$ cat config.mk
export PLATFORM = sky130hd
export DESIGN_NAME = req_encoder_16x4
export DESIGN_NICKNAME = d
export VERILOG_FILES = /design/src/rtl/req_encoder_16x4.sv
export SDC_FILE = /design/constraint.sdc
export NUM_CORES = 1
export LEC_CHECK = 0
export ABC_AREA = 1
export CORE_MARGIN = 10
export CORE_UTILIZATION = 50
export CTS_CLUSTER_SIZE = 14
export DETAILED_ROUTE_END_ITERATION = 8
export GPL_ROUTABILITY_DRIVEN = 0
export PLACE_DENSITY = 0.82
export SYNTH_ARGS = -nofsm -noshare
export SYNTH_HDL_FRONTEND = slang
export SYNTH_SLANG_ARGS = --single-unit
export TNS_END_PERCENT = 5
$ cat constraint.sdc
create_clock -name clk -period 5.3 [get_ports clk]
set_input_delay 1.06 -clock clk [delete_from_list [all_inputs] [get_ports clk]]
set_output_delay 1.06 -clock clk [all_outputs]
set_load 0.02 [all_outputs]
$ cat src/rtl/req_encoder_16x4.sv
// Sequential N-to-CW request encoder: sticky pending register, priority pick, valid/ready code output.
// Optional round-robin priority with REQ_ENC_ROUND_ROBIN_EN; fixed lowest-index priority otherwise.
module req_encoder_16x4 #(
    parameter int N  = 16,
    parameter int CW = 4
) (
    input  logic          clk,
    input  logic          rst_n,
    input  logic [N-1:0]  req,
    output logic [CW-1:0] code,
    output logic          valid,
    input  logic          ready,
    output logic [N-1:0]  pending,
    output logic [CW:0]   pend_cnt,
    output logic          dup
);

    typedef enum logic {
        IDLE = 1'b0,
        HOLD = 1'b1
    } state_t;

    generate
        if (CW != $clog2(N) || N < 2 || N > 16) begin : g_bad_params
            $error("req_encoder_16x4: CW must equal clog2(N), N a power of two in 2..16");
        end
    endgenerate

    // First set bit of vec scanning upward from start, wrapping modulo N.
    function automatic logic [CW-1:0] pick(input logic [N-1:0] vec, input logic [CW-1:0] start);
        logic [CW-1:0] idx;
        pick = '0;
        for (int i = N - 1; i >= 0; i--) begin
            idx = start + CW'(i);
            if (vec[idx]) pick = idx;
        end
    endfunction

    function automatic logic [CW:0] popcnt(input logic [N-1:0] vec);
        popcnt = '0;
        for (int i = 0; i < N; i++) popcnt = popcnt + (CW+1)'(vec[i]);
    endfunction

    state_t        state_q, state_d;
    logic [N-1:0]  pending_q, pending_d;
    logic [CW:0]   pend_cnt_q, pend_cnt_d;
    logic [CW-1:0] code_q, code_d;
    logic          valid_q, valid_d;
    logic          dup_q, dup_d;
    logic          hs;
    logic [N-1:0]  clr;
    logic [N-1:0]  rem;
    logic [CW-1:0] start;
`ifdef REQ_ENC_ROUND_ROBIN_EN
    logic [CW-1:0] ptr_q, ptr_d;
`endif

    always_comb begin
        hs  = valid_q & ready;
        clr = hs ? (N'(1) << code_q) : '0;
        // A request on the bit being cleared re-arms it in the same edge.
        rem = (pending_q & ~clr) | req;
`ifdef REQ_ENC_ROUND_ROBIN_EN
        ptr_d = hs ? code_q + 1'b1 : ptr_q;
        start = ptr_d;
`else
        start = '0;
`endif
        state_d    = state_q;
        code_d     = code_q;
        valid_d    = valid_q;
        pending_d  = rem;
        pend_cnt_d = popcnt(rem);
        dup_d      = |(req & pending_q & ~clr);
        case (state_q)
            IDLE: begin
                if (|pending_q) begin
                    code_d  = pick(pending_q, start);
                    valid_d = 1'b1;
                    state_d = HOLD;
                end
            end
            HOLD: begin
                if (hs) begin
                    if (|rem) begin
                        code_d = pick(rem, start);
                    end else begin
                        valid_d = 1'b0;
                        state_d = IDLE;
                    end
                end
            end
            default: begin
                state_d = IDLE;
                valid_d = 1'b0;
            end
        endcase
    end

    always_ff @(posedge clk) begin
        if (!rst_n) begin
            state_q    <= IDLE;
            pending_q  <= '0;
            pend_cnt_q <= '0;
            code_q     <= '0;
            valid_q    <= 1'b0;
            dup_q      <= 1'b0;
`ifdef REQ_ENC_ROUND_ROBIN_EN
            ptr_q      <= '0;
`endif
        end else begin
            state_q    <= state_d;
            pending_q  <= pending_d;
            pend_cnt_q <= pend_cnt_d;
            code_q     <= code_d;
            valid_q    <= valid_d;
            dup_q      <= dup_d;
`ifdef REQ_ENC_ROUND_ROBIN_EN
            ptr_q      <= ptr_d;
`endif
        end
    end

    assign code     = code_q;
    assign valid    = valid_q;
    assign pending  = pending_q;
    assign pend_cnt = pend_cnt_q;
    assign dup      = dup_q;

endmodule

======== Word-level counts from Yosys, hierarchy flattened ========
Cells that the tools add are included.
word-level totals
  input bits .............................. 19
  register bits ........................... 28
  output and inout port bits .............. 27
  word-level logic and storage cells ...... 83
operators by class
  reduce and logical (&&, ||, !) cells .... 5
  mux-type cells .......................... 45
  bitwise gates (word level) .............. 7
  shifts and indexed selects .............. 1
  eq/ne operators ......................... 4
  add/subtract/negate cells ............... 15
operators by type and width
  cell                                              number
  two-way mux 4 bit                                 35
  adder 5 x 1 -> 5 bit                              11
  AND 16 bit                                        3
  OR reduction 16 bit                               3
  two-way mux 16 bit                                1
  NOT 16 bit                                        1
  bitwise OR 16 bit                                 1
  left shift 1 x 4 -> 16 bit, first input constant  1
  case mux 4 bit (2 select lines)                   1
  two-way mux 1 bit                                 6
  AND reduction 3 bit                               2
  adder 4 x 1 -> 5 bit                              1
  adder 3 x 1 -> 4 bit                              1
  != test 2 x 1 -> 1 bit, second input constant     2
  != test 2 bit, second input constant              2
  case mux 1 bit (2 select lines)                   2
  adder 2 x 1 -> 3 bit                              1
  adder 1 x 1 -> 2 bit                              1
  AND 1 bit                                         1
  NOT 1 bit                                         1

======== Depth between registers and ports, before layout ========
Gate-level depths: netlist of the first run.
  depth after elaboration ................. 24
  gate-level depth with buffers ........... 22
  depth with buffers taken out ............ 21

======== Least setup slack after synthesis of the first run ========
OpenSTA, ideal clock, no wires.
  path type ............................... input port to flip-flop
  start ................................... input ready
  end ..................................... register pend_cnt_q[2] (netlist: pend_cnt[2])
  stages .................................. 16
  path buffers ............................ 0
  data required time ...................... 5.181 ns
  library setup time ...................... 0.119 ns
  setup slack ............................. 0.527 ns
  arrival ................................. 4.653 ns
  cells stage by stage .................... nand2_2 -> nor2_2 -> nand2_1 -> a21oi_1 -> inv_1 -> fa_1 -> inv_1 -> fa_1 -> inv_1 -> fa_1 -> fa_1 -> ha_1 -> inv_1 -> fa_1 -> o21ai_0 -> a21oi_1
between the ends
  cells in the longest elaborated chain, start to end .. 20
RTL lines
  what                                line  RTL
  start: declaration                  12    input logic ready,
  AND 1 bit                           59    hs = valid_q & ready;
  two-way mux 16 bit                  60    clr = hs ? (N'(1) << code_q) : '0;
  NOT 16 bit                          62    rem = (pending_q & ~clr) | req;
  AND 16 bit                          62
  bitwise OR 16 bit                   62
  net pending_d[1]                    45    logic [N-1:0] pending_q, pending_d;
  adder 1 x 1 -> 2 bit                41    for (int i = 0; i < N; i++) popcnt = popcnt + (CW+1)'(vec[i]);
  adder 2 x 1 -> 3 bit                41
  adder 3 x 1 -> 4 bit                41
  adder 4 x 1 -> 5 bit                41
  adder 5 x 1 -> 5 bit (11 in a row)  41
  end signal: assignment              114   pend_cnt_q <= pend_cnt_d;
  end: declaration                    46    logic [CW:0] pend_cnt_q, pend_cnt_d;
The timed path passes the listed nets, and every way through them passes these cells.
A chain may end at the register's enable or synchronous reset.

======== Worst setup path in the final report of the first run ========
  start ................................... input ready
  end ..................................... register pend_cnt_q[1] (netlist: pend_cnt[1])
Same word-level chain as after synthesis.

==> results.cfg, run 1 <==
[outcome]
status = finished clean

[detailed_routing]
routed_wl_um = 5630
viasPerCell = 5.27
wl_per_cell_um = 14.4
first_iter_violations = 217
first_pass_iters = 4
vias = 2066
ant_nets = 0
drc_errors = 0

[synthesis]
yosys_warnings = 0
ys.flop_type = dfxtp_1
synthesis.nets = 322
seq_area_frac_synth = 0.290
async_reset_ff_frac = 0
syn_avg_cell_area_sq_um = 6.74
netlist_instances = 287
synth_seq_cells = 28
syn-cell-area_sq_mm = 0.00194
synth_edf_count = 0
synthDistinctLibCells = 34

[pwr]
power_density_mw_per_mm2 = 319
total_leakage_power_nw = 1.26
total_power_mw = 0.829
ir_drop_mv = 0.290

[grt]
grt_pass1_wl_um = 9110
grt_pass1_vias = 1990
gr-total-overflow = 0
grt_antenna_before_repair = 0
grt_start_max_net_pins = 22
grt_util_all_layers = 0.172

[setup_path]
worst_path_max_delay_cell = fa_1
rrSetupSlack_ns = 0.96
cp_cell_sequence = clkdlybuf4s50_1 -> nand2_4 -> nor2_4 -> buf_4 -> a21boi_1 -> nor2_2 -> inv_1 -> fa_1 -> inv_1 -> fa_1 -> inv_1 -> fa_1 -> fa_1 -> ha_1 -> inv_1 -> fa_2 -> nor2_1
path_delay_family = adder cells
max_stage_delay_ns = 0.53
critPathKind = in2reg
cp_num_buf_inv = 6
cp-start-kind = input port
crit_arrival_ns = 5.16
end_kind = flop
critPathRequiredTime_ns = 5.46
worst-path-max-fanout = 5

[timing]
slew_headroom = 0.535
min_period_over_period = 0.943
finalHoldViolations = 0
fin_hold_ws_ns = 0.565
finalClockSkew_ns = 0.00777
slew_viol_final = 0
worst_slew_pin_slew_ns = 0.689
fin_ws_ns = 0.300
fin_crit_ns = 5.00
fmaxAchievable_mhz = 200
fin_tns_setup_ns = 0
setup_viol = 0

[cells_and_area]
syn_to_final_growth_pct = 34.4
final_cells = 392
register_area_sq_um = 561
layout_commonest_cell = nand2_1
final_cell_mix = nand2_1 (64), inv_1 (58), clkdlybuf4s50_1 (45)
fin_area_sq_mm = 0.00260
fin_util = 0.700
layout-drive-gt1-share = 0.0959
nets = 380
multi_input_area_sq_mm = 0.00115
nFillCells = 327
num_antenna_cells = 0

[clock_network]
cts.clk_slew.worst_paths_ns = 0.10
clockBufferDepth = 2
htreeDepth = 1
cts_tree = yes
cts.sinks = 28
cts_hold_buf = 0
clkLatencyLatePin_ns = 0.29
cts_root_buf = clkbuf_8
cts_made_buffers = 3

[die]
die-area_sq_mm = 0.00676
core_area_sq_mm = 0.00372
design.portCount = 46
die_w_um = 82.2
rows = 22
dieHeight_um = 82.2
start_util = 0.521

[placement]
hpwl_um = 4670
place_inst = 387
port_buffers = 45
dpl_cell_area_sq_mm = 0.00251
post-place-ws_ns = -0.0517

[hold_path]
hp-class = reg2reg

[flow_run]
max-cap-violations = 0
[sequential cells by signal, indices dropped and copies added (netlist names)]
signal,count
pending,16
valid,1
code,4
pend_cnt,5
state_q,1
dup,1
[Yosys cell counts, types with 3 or more instances]
cell type   n  area, sq um
dfxtp_1    28          561
nor3_1      5         25.0
fa_1       10          200
nand3_1     7         35.0
a21oi_1    17         85.1
ha_1        6         75.1
nor2_1     41          154
o22ai_1     4         25.0
nand2_1    64          240
o31ai_1     3         22.5
nand2_2     3         18.8
nor2_2      7         43.8
inv_1      58          218
o21ai_0    11         55.1
[metal layers]
layer  track usage  up-vias  part of all wire
met5             0        -                 0
met1         0.204      953              0.39
met3        0.0421       15             0.095
met2         0.291       88              0.49
li1              -     1010                 -
met4        0.0714        0             0.024
[repair_timing]
action | 4_1_cts | 5_1_grt
endpoints found under the setup margin | 0 | 2
setup buffers | 0 | 1
resized for setup | 0 | 4
[where the power goes]
part / switching (mW) / internal [mW]
combinational: 0.215 / 0.177
clock: 0.0721 / 0.101
sequential: 0.0228 / 0.240
total: 0.310 / 0.519
[worst min-delay path, stage by stage (launching register included)]
cell and delay [ns]:
dfxtp_1 0.38, nand2_1 0.09, a21oi_1 0.06
[worst paths after layout]
path                              start     endpoint  cells after the start
worst min-delay path              valid        valid                      2
worst max-delay path              ready  pend_cnt[1]                     17
worst min register to register    valid        valid                      2
worst max register to register  code[0]  pend_cnt[1]                     15
[final cells by class]
class | count | share of cell area
Timing Repair Buffer | 56 | 0.205
Sequential cell | 28 | 0.215
Inverter | 60 | 0.0871
Tap cell | 48 | 0.0231
Clock inverter | 1 | 0.0115
Multi-Input combinational cell | 196 | 0.442
Clock buffer | 3 | 0.0159
[kinds of logic after synthesis]
group,share of synthesized area
simple gates,0.294
buf+inv,0.125
compound gates,0.149
flops,0.290
fa+ha+maj,0.142
Power figures use the tool's default switching activity.
==> run 2, diff against run 1 <==
--- a/config.mk
+++ b/config.mk
@@ -6,12 +6,14 @@
 export NUM_CORES = 1
 export LEC_CHECK = 0
 export ABC_AREA = 1
-export CORE_MARGIN = 10
-export CORE_UTILIZATION = 50
+export CORE_MARGIN = 1.5
+export CORE_UTILIZATION = 63
 export CTS_CLUSTER_SIZE = 14
 export DETAILED_ROUTE_END_ITERATION = 8
+export DONT_BUFFER_PORTS = 1
 export GPL_ROUTABILITY_DRIVEN = 0
-export PLACE_DENSITY = 0.82
+export PLACE_DENSITY = 0.81
+export SKIP_LAST_GASP = 1
 export SYNTH_ARGS = -nofsm -noshare
 export SYNTH_HDL_FRONTEND = slang
 export SYNTH_SLANG_ARGS = --single-unit
==> run 2 against run 1 <==
  * Count of clock-buffer cells in the layout grew 1
  * Die area is 49% lower
  * Design area decreased by 23%
  * Highest routed layer unchanged
  * Power is 18% lower
  * Hold slack gained 0.059 ns
  * Combinational power shrank 31%
  * Worst setup slack improved by 0.43 ns
  * Via count down 11%
  * Critical path type is now reg2reg
  * Fmax grew 9.5%
  * Sequential share of layout area grew 6.4 points
==> results.cfg, run 2 (synthesis results as in run 1) <==
[setup_path]
critPathKind = reg2reg
rrSetupSlack_ns = 0.73
r2r-end = pend_cnt[2]
worst-path-max-fanout = 7
critPathRequiredTime_ns = 5.54
max_stage_delay_ns = 0.60
cp_cell_sequence = inv_1 -> nor3_1 -> nand2_1 -> a21oi_1 -> inv_1 -> fa_1 -> inv_1 -> fa_1 -> inv_1 -> fa_1 -> fa_1 -> ha_1 -> inv_1 -> fa_1 -> o21ai_0 -> a21oi_1
end_kind = flop
cp-start-kind = flop
r2r-start = code[0]
crit_arrival_ns = 4.81
rr_worst_depth = 16
worst_path_max_delay_cell = dfxtp_1

[die]
core_area_sq_mm = 0.00283
rows = 19
die-area_sq_mm = 0.00341
start_util = 0.684
design.portCount = 46
dieHeight_um = 58.4
die_w_um = 58.4

[flow_run]
max-cap-violations = 0

[hold_path]
hp-start = state_q
hp-class = reg2reg
min_to = state_q
min_delay_path_depth = 2

[detailed_routing]
wl_per_cell_um = 14.9
drc_errors = 0
first_iter_violations = 201
viasPerCell = 5.77
routed_wl_um = 4760
first_pass_iters = 5
vias = 1845
ant_nets = 0

[timing]
slew_headroom = 0.563
fmaxAchievable_mhz = 219
fin_crit_ns = 4.57
fin_tns_setup_ns = 0
rsz0062_at_grt = no
finalClockSkew_ns = 0.00834
setup_viol = 0
fin_ws_ns = 0.733
finalHoldViolations = 0
min_period_over_period = 0.862
slew_viol_final = 0
worst_slew_pin_slew_ns = 0.655

[placement]
hpwl_um = 3850
dpl_cell_area_sq_mm = 0.00197
port_buffers = 0
post-place-ws_ns = 0.459

[pwr]
total_leakage_power_nw = 1.02
p_int_mw = 0.394
seqPwrFrac = 0.443
switching_share = 0.419
p_sw_mw = 0.284
power_density_mw_per_mm2 = 338
ir_drop_mv = 0.272
clkPwrFrac = 0.157
combPwrFrac = 0.400

[grt]
grt_start_max_net_pins = 22
grt_util_all_layers = 0.304
grt_pass1_vias = 1706
grt_pass1_wl_um = 7840
grt_antenna_before_repair = 0
gr-total-overflow = 0

[clock_network]
htreeDepth = 1
postCtsSetupBuffers = 0
cts_root_buf = clkbuf_4
ctsResizeCount = 0
cts_tree = yes
cts.sinks = 28
cts.clk_slew.worst_paths_ns = 0.15
clkLatencyLatePin_ns = 0.34
clockBufferDepth = 2
cts_made_buffers = 3
cts_hold_buf = 0

[cells_and_area]
nets = 325
layout-drive-gt1-share = 0.0727
fin_util = 0.708
syn_to_final_growth_pct = 3.49
largest_reg_flops = 16
final_cell_mix = nand2_1 (64), inv_1 (58), nor2_1 (41)
num_antenna_cells = 0
layout_commonest_cell = nand2_1
fin_area_sq_mm = 0.00200

[outcome]
status = finished clean
## run 2: changes by cell type in the layout (fill, tap and decap cells not counted), sizes merged
cell and change:
clkdlybuf4s50 -45, clkbuf +1, buf -10, bufinv -1
## run 2: how the worst max path moves through the flow
stage                   to     from
2_1_floorplan  pend_cnt[2]    ready
3_3_place_gp   pend_cnt[2]    ready
3_5_place_dp   pend_cnt[2]    ready
4_1_cts        pend_cnt[4]    ready
5_1_grt        pend_cnt[2]  code[0]
6_report       pend_cnt[2]  code[0]
## run 2: area by class of cell
cell class / count / area [sq um]
inverter: 60 / 226
multi-input combinational: 196 / 1130
fill: 239 / 826
sequential: 28 / 561
timing repair buffer: 1 / 7.51
tap: 31 / 38.8
clock buffer: 4 / 36.3
## run 2: power by group through the flow
stage          clock network (mW)  logic [mW]  registers (mW)
6_report                    0.106       0.271           0.300
5_1_grt                     0.118       0.325           0.304
4_1_cts                     0.107       0.273           0.300
3_5_place_dp                    0       0.272           0.305
3_3_place_gp                    0       0.265           0.305
2_1_floorplan                   0       0.221           0.297
## run 2: critical path, delay by kind of cell, from the launching register on
family | cells | cell delay, ns
fa+ha+maj | 6 | 2.59
compound gates | 3 | 0.46
buf+inv | 5 | 0.38
simple gates | 2 | 0.43
flops | 1 | 0.60
## run 2: per-layer routing
metal,GRT usage,up-vias,wire length (um)
met5,0,-,0
li1,-,905,-
met2,0.470,110,2150
met1,0.445,818,2030
met3,0.0593,12,505
met4,0.0598,0,66
## run 2: per-stage QoR
step,power (mW),cells,hold WS (ns)
final,0.677,320,0.624
after global placement,0.570,316,0.596
after global routing,0.747,320,0.649
after floorplan,0.518,287,0.547
after CTS,0.681,320,0.618
after detailed placement,0.577,316,0.596
==> run 3, diff against run 2 <==
--- a/config.mk
+++ b/config.mk
@@ -7,12 +7,13 @@
 export LEC_CHECK = 0
 export ABC_AREA = 1
 export CORE_MARGIN = 1.5
-export CORE_UTILIZATION = 63
-export CTS_CLUSTER_SIZE = 14
+export CORE_UTILIZATION = 45
+export CTS_CLUSTER_SIZE = 20
 export DETAILED_ROUTE_END_ITERATION = 8
 export DONT_BUFFER_PORTS = 1
 export GPL_ROUTABILITY_DRIVEN = 0
-export PLACE_DENSITY = 0.81
+export MAX_ROUTING_LAYER = met4
+export PLACE_DENSITY = 0.62
 export SKIP_LAST_GASP = 1
 export SYNTH_ARGS = -nofsm -noshare
 export SYNTH_HDL_FRONTEND = slang
==> run 3 against run 2 <==
  * Non-clock buffer count up 1
  * Routed wire length increased by 9.2%
  * Design area rose by 2.5%
  * Via count down 3.6%
  * Critical path type is now in2reg
  * Cell count increased by 6.3%
  * Sequential power hardly changed
  * Worst setup slack got worse by 0.015 ns
  * Highest routed layer unchanged
  * Sequential share of layout area is 0.68 points lower
  * Combinational power is 1% higher
  * Clock skew grew 0.0063 ns
  * Core utilization fell by 20 points
==> results.cfg, run 3 (synthesis results as in run 1) <==
[cells_and_area]
num_antenna_cells = 0
fin_util = 0.506
largest_reg_flops = 16
final_cell_mix = nand2_1 (64), inv_1 (58), nor2_1 (41)
nets = 326
layout-drive-gt1-share = 0.0759
syn_to_final_growth_pct = 6.08
layout_commonest_cell = nand2_1

[timing]
slew_headroom = 0.515
slew_viol_final = 0
fin_crit_ns = 4.58
fin_tns_setup_ns = 0
setup_viol = 0
rsz0062_at_grt = no
fin_ws_ns = 0.718
finalClockSkew_ns = 0.0147
worst_slew_pin_slew_ns = 0.727
finalHoldViolations = 0
min_period_over_period = 0.865
fmaxAchievable_mhz = 218

[setup_path]
cp_cell_sequence = nand2_2 -> o31ai_1 -> nand2_1 -> inv_1 -> fa_1 -> fa_1 -> inv_1 -> fa_1 -> fa_1 -> ha_1 -> inv_1 -> fa_1 -> nor2_1 -> o21ai_0 -> nor2_1
r2r-end = pend_cnt[4]
path_delay_family = adder cells
end_kind = flop
worst-path-max-fanout = 5
critical_path_cell_count = 15
crit_path_start = ready
critPathRequiredTime_ns = 5.52
max_stage_delay_ns = 0.53
critical_path.endpoint = pend_cnt[4]
worst_path_max_delay_cell = fa_1
critPathKind = in2reg
cp_num_buf_inv = 3
cp-start-kind = input port
crit_arrival_ns = 4.80
r2r-start = code[0]
rr_worst_depth = 17
rrSetupSlack_ns = 0.77
path_common_cell = fa_1

[hold_path]
hp-class = reg2reg
min_delay_path_depth = 2

[clock_network]
postCtsSetupBuffers = 0
cts.clk_slew.worst_paths_ns = 0.11
clockBufferDepth = 2
cts_tree = yes
htreeDepth = 1
ctsResizeCount = 0
cts_made_buffers = 3
cts_hold_buf = 0
cts.sinks = 28
clkLatencyLatePin_ns = 0.28
cts_root_buf = clkbuf_8

[detailed_routing]
ant_nets = 0
routed_wl_um = 5200
first_pass_iters = 4
viasPerCell = 5.23
vias = 1779
first_iter_violations = 112
drc_errors = 0
wl_per_cell_um = 15.3

[grt]
gr-total-overflow = 0
grt_start_max_net_pins = 22
grt_pass1_vias = 1654
grt_pass1_wl_um = 7970
grt_antenna_before_repair = 0
grt_util_all_layers = 0.242

[die]
dieHeight_um = 68.6
design.portCount = 46
die-area_sq_mm = 0.00470
rows = 23
core_area_sq_mm = 0.00406
die_w_um = 68.6
start_util = 0.477

[placement]
port_buffers = 0
hpwl_um = 4250
post-place-ws_ns = 0.449

[outcome]
status = finished clean

[pwr]
p_int_mw = 0.419
total_power_mw = 0.716
combPwrFrac = 0.385
p_sw_mw = 0.297
clkPwrFrac = 0.192
seqPwrFrac = 0.423
power_density_mw_per_mm2 = 349
total_leakage_power_nw = 1.03
switching_share = 0.415
ir_drop_mv = 0.225

[flow_run]
max-cap-violations = 0
==> run 3: cell types whose count changed in the layout (fill, tap and decap cells not counted) <==
cell and change:
buf_4 +1, clkbuf_4 -3, clkbuf_8 +3
==> run 3: worst register-to-register path: cells and delay by family (launching register included) <==
kind	cells	cell delay, ns
AOI/OAI and AO/OA	2	0.27
adders and majority gates	6	2.58
buffers and inverters	5	0.36
DFF	1	0.58
and+or+nand+nor	4	0.67
==> run 3: how the worst min path moves through the flow <==
stage                       start      end  slack [ns]
after CTS                 state_q  state_q        0.63
after detailed placement  state_q  state_q        0.60
after global routing        valid    valid        0.65
final                       valid    valid        0.63
after global placement    state_q  state_q        0.61
after floorplan           state_q  state_q        0.55
==> run 3: metrics by stage <==
step	instances	hold WS [ns]	area, sq um
2_1_floorplan	287	0.547	1940
5_1_grt	340	0.646	2050
3_3_place_gp	336	0.611	2000
4_1_cts	340	0.631	2050
3_5_place_dp	336	0.605	2000
6_report	340	0.626	2050
==> run 3: per-layer routing <==
metal | GRT usage | wire length [um] | vias up
met4 | 0.0550 | 68 | 0
li1 | - | - | 903
met1 | 0.315 | 2290 | 797
met2 | 0.399 | 2510 | 71
met5 | - | 0 | -
met3 | 0.0325 | 321 | 8
==> run 3: area by class of cell <==
cell class	count	area, sq um
Sequential cell	28	561
Inverter	60	226
Tap cell	50	62.6
Fill cell	414	2000
Multi-Input combinational cell	196	1130
Clock buffer	4	55.1
Timing Repair Buffer	2	15.0
==> run 3: power by group through the flow <==
stage	clock network [mW]	registers, mW	logic [mW]
final	0.138	0.303	0.275
after global placement	0	0.308	0.270
after floorplan	0	0.297	0.221
after global routing	0.148	0.307	0.325
after detailed placement	0	0.307	0.278
after CTS	0.142	0.303	0.279
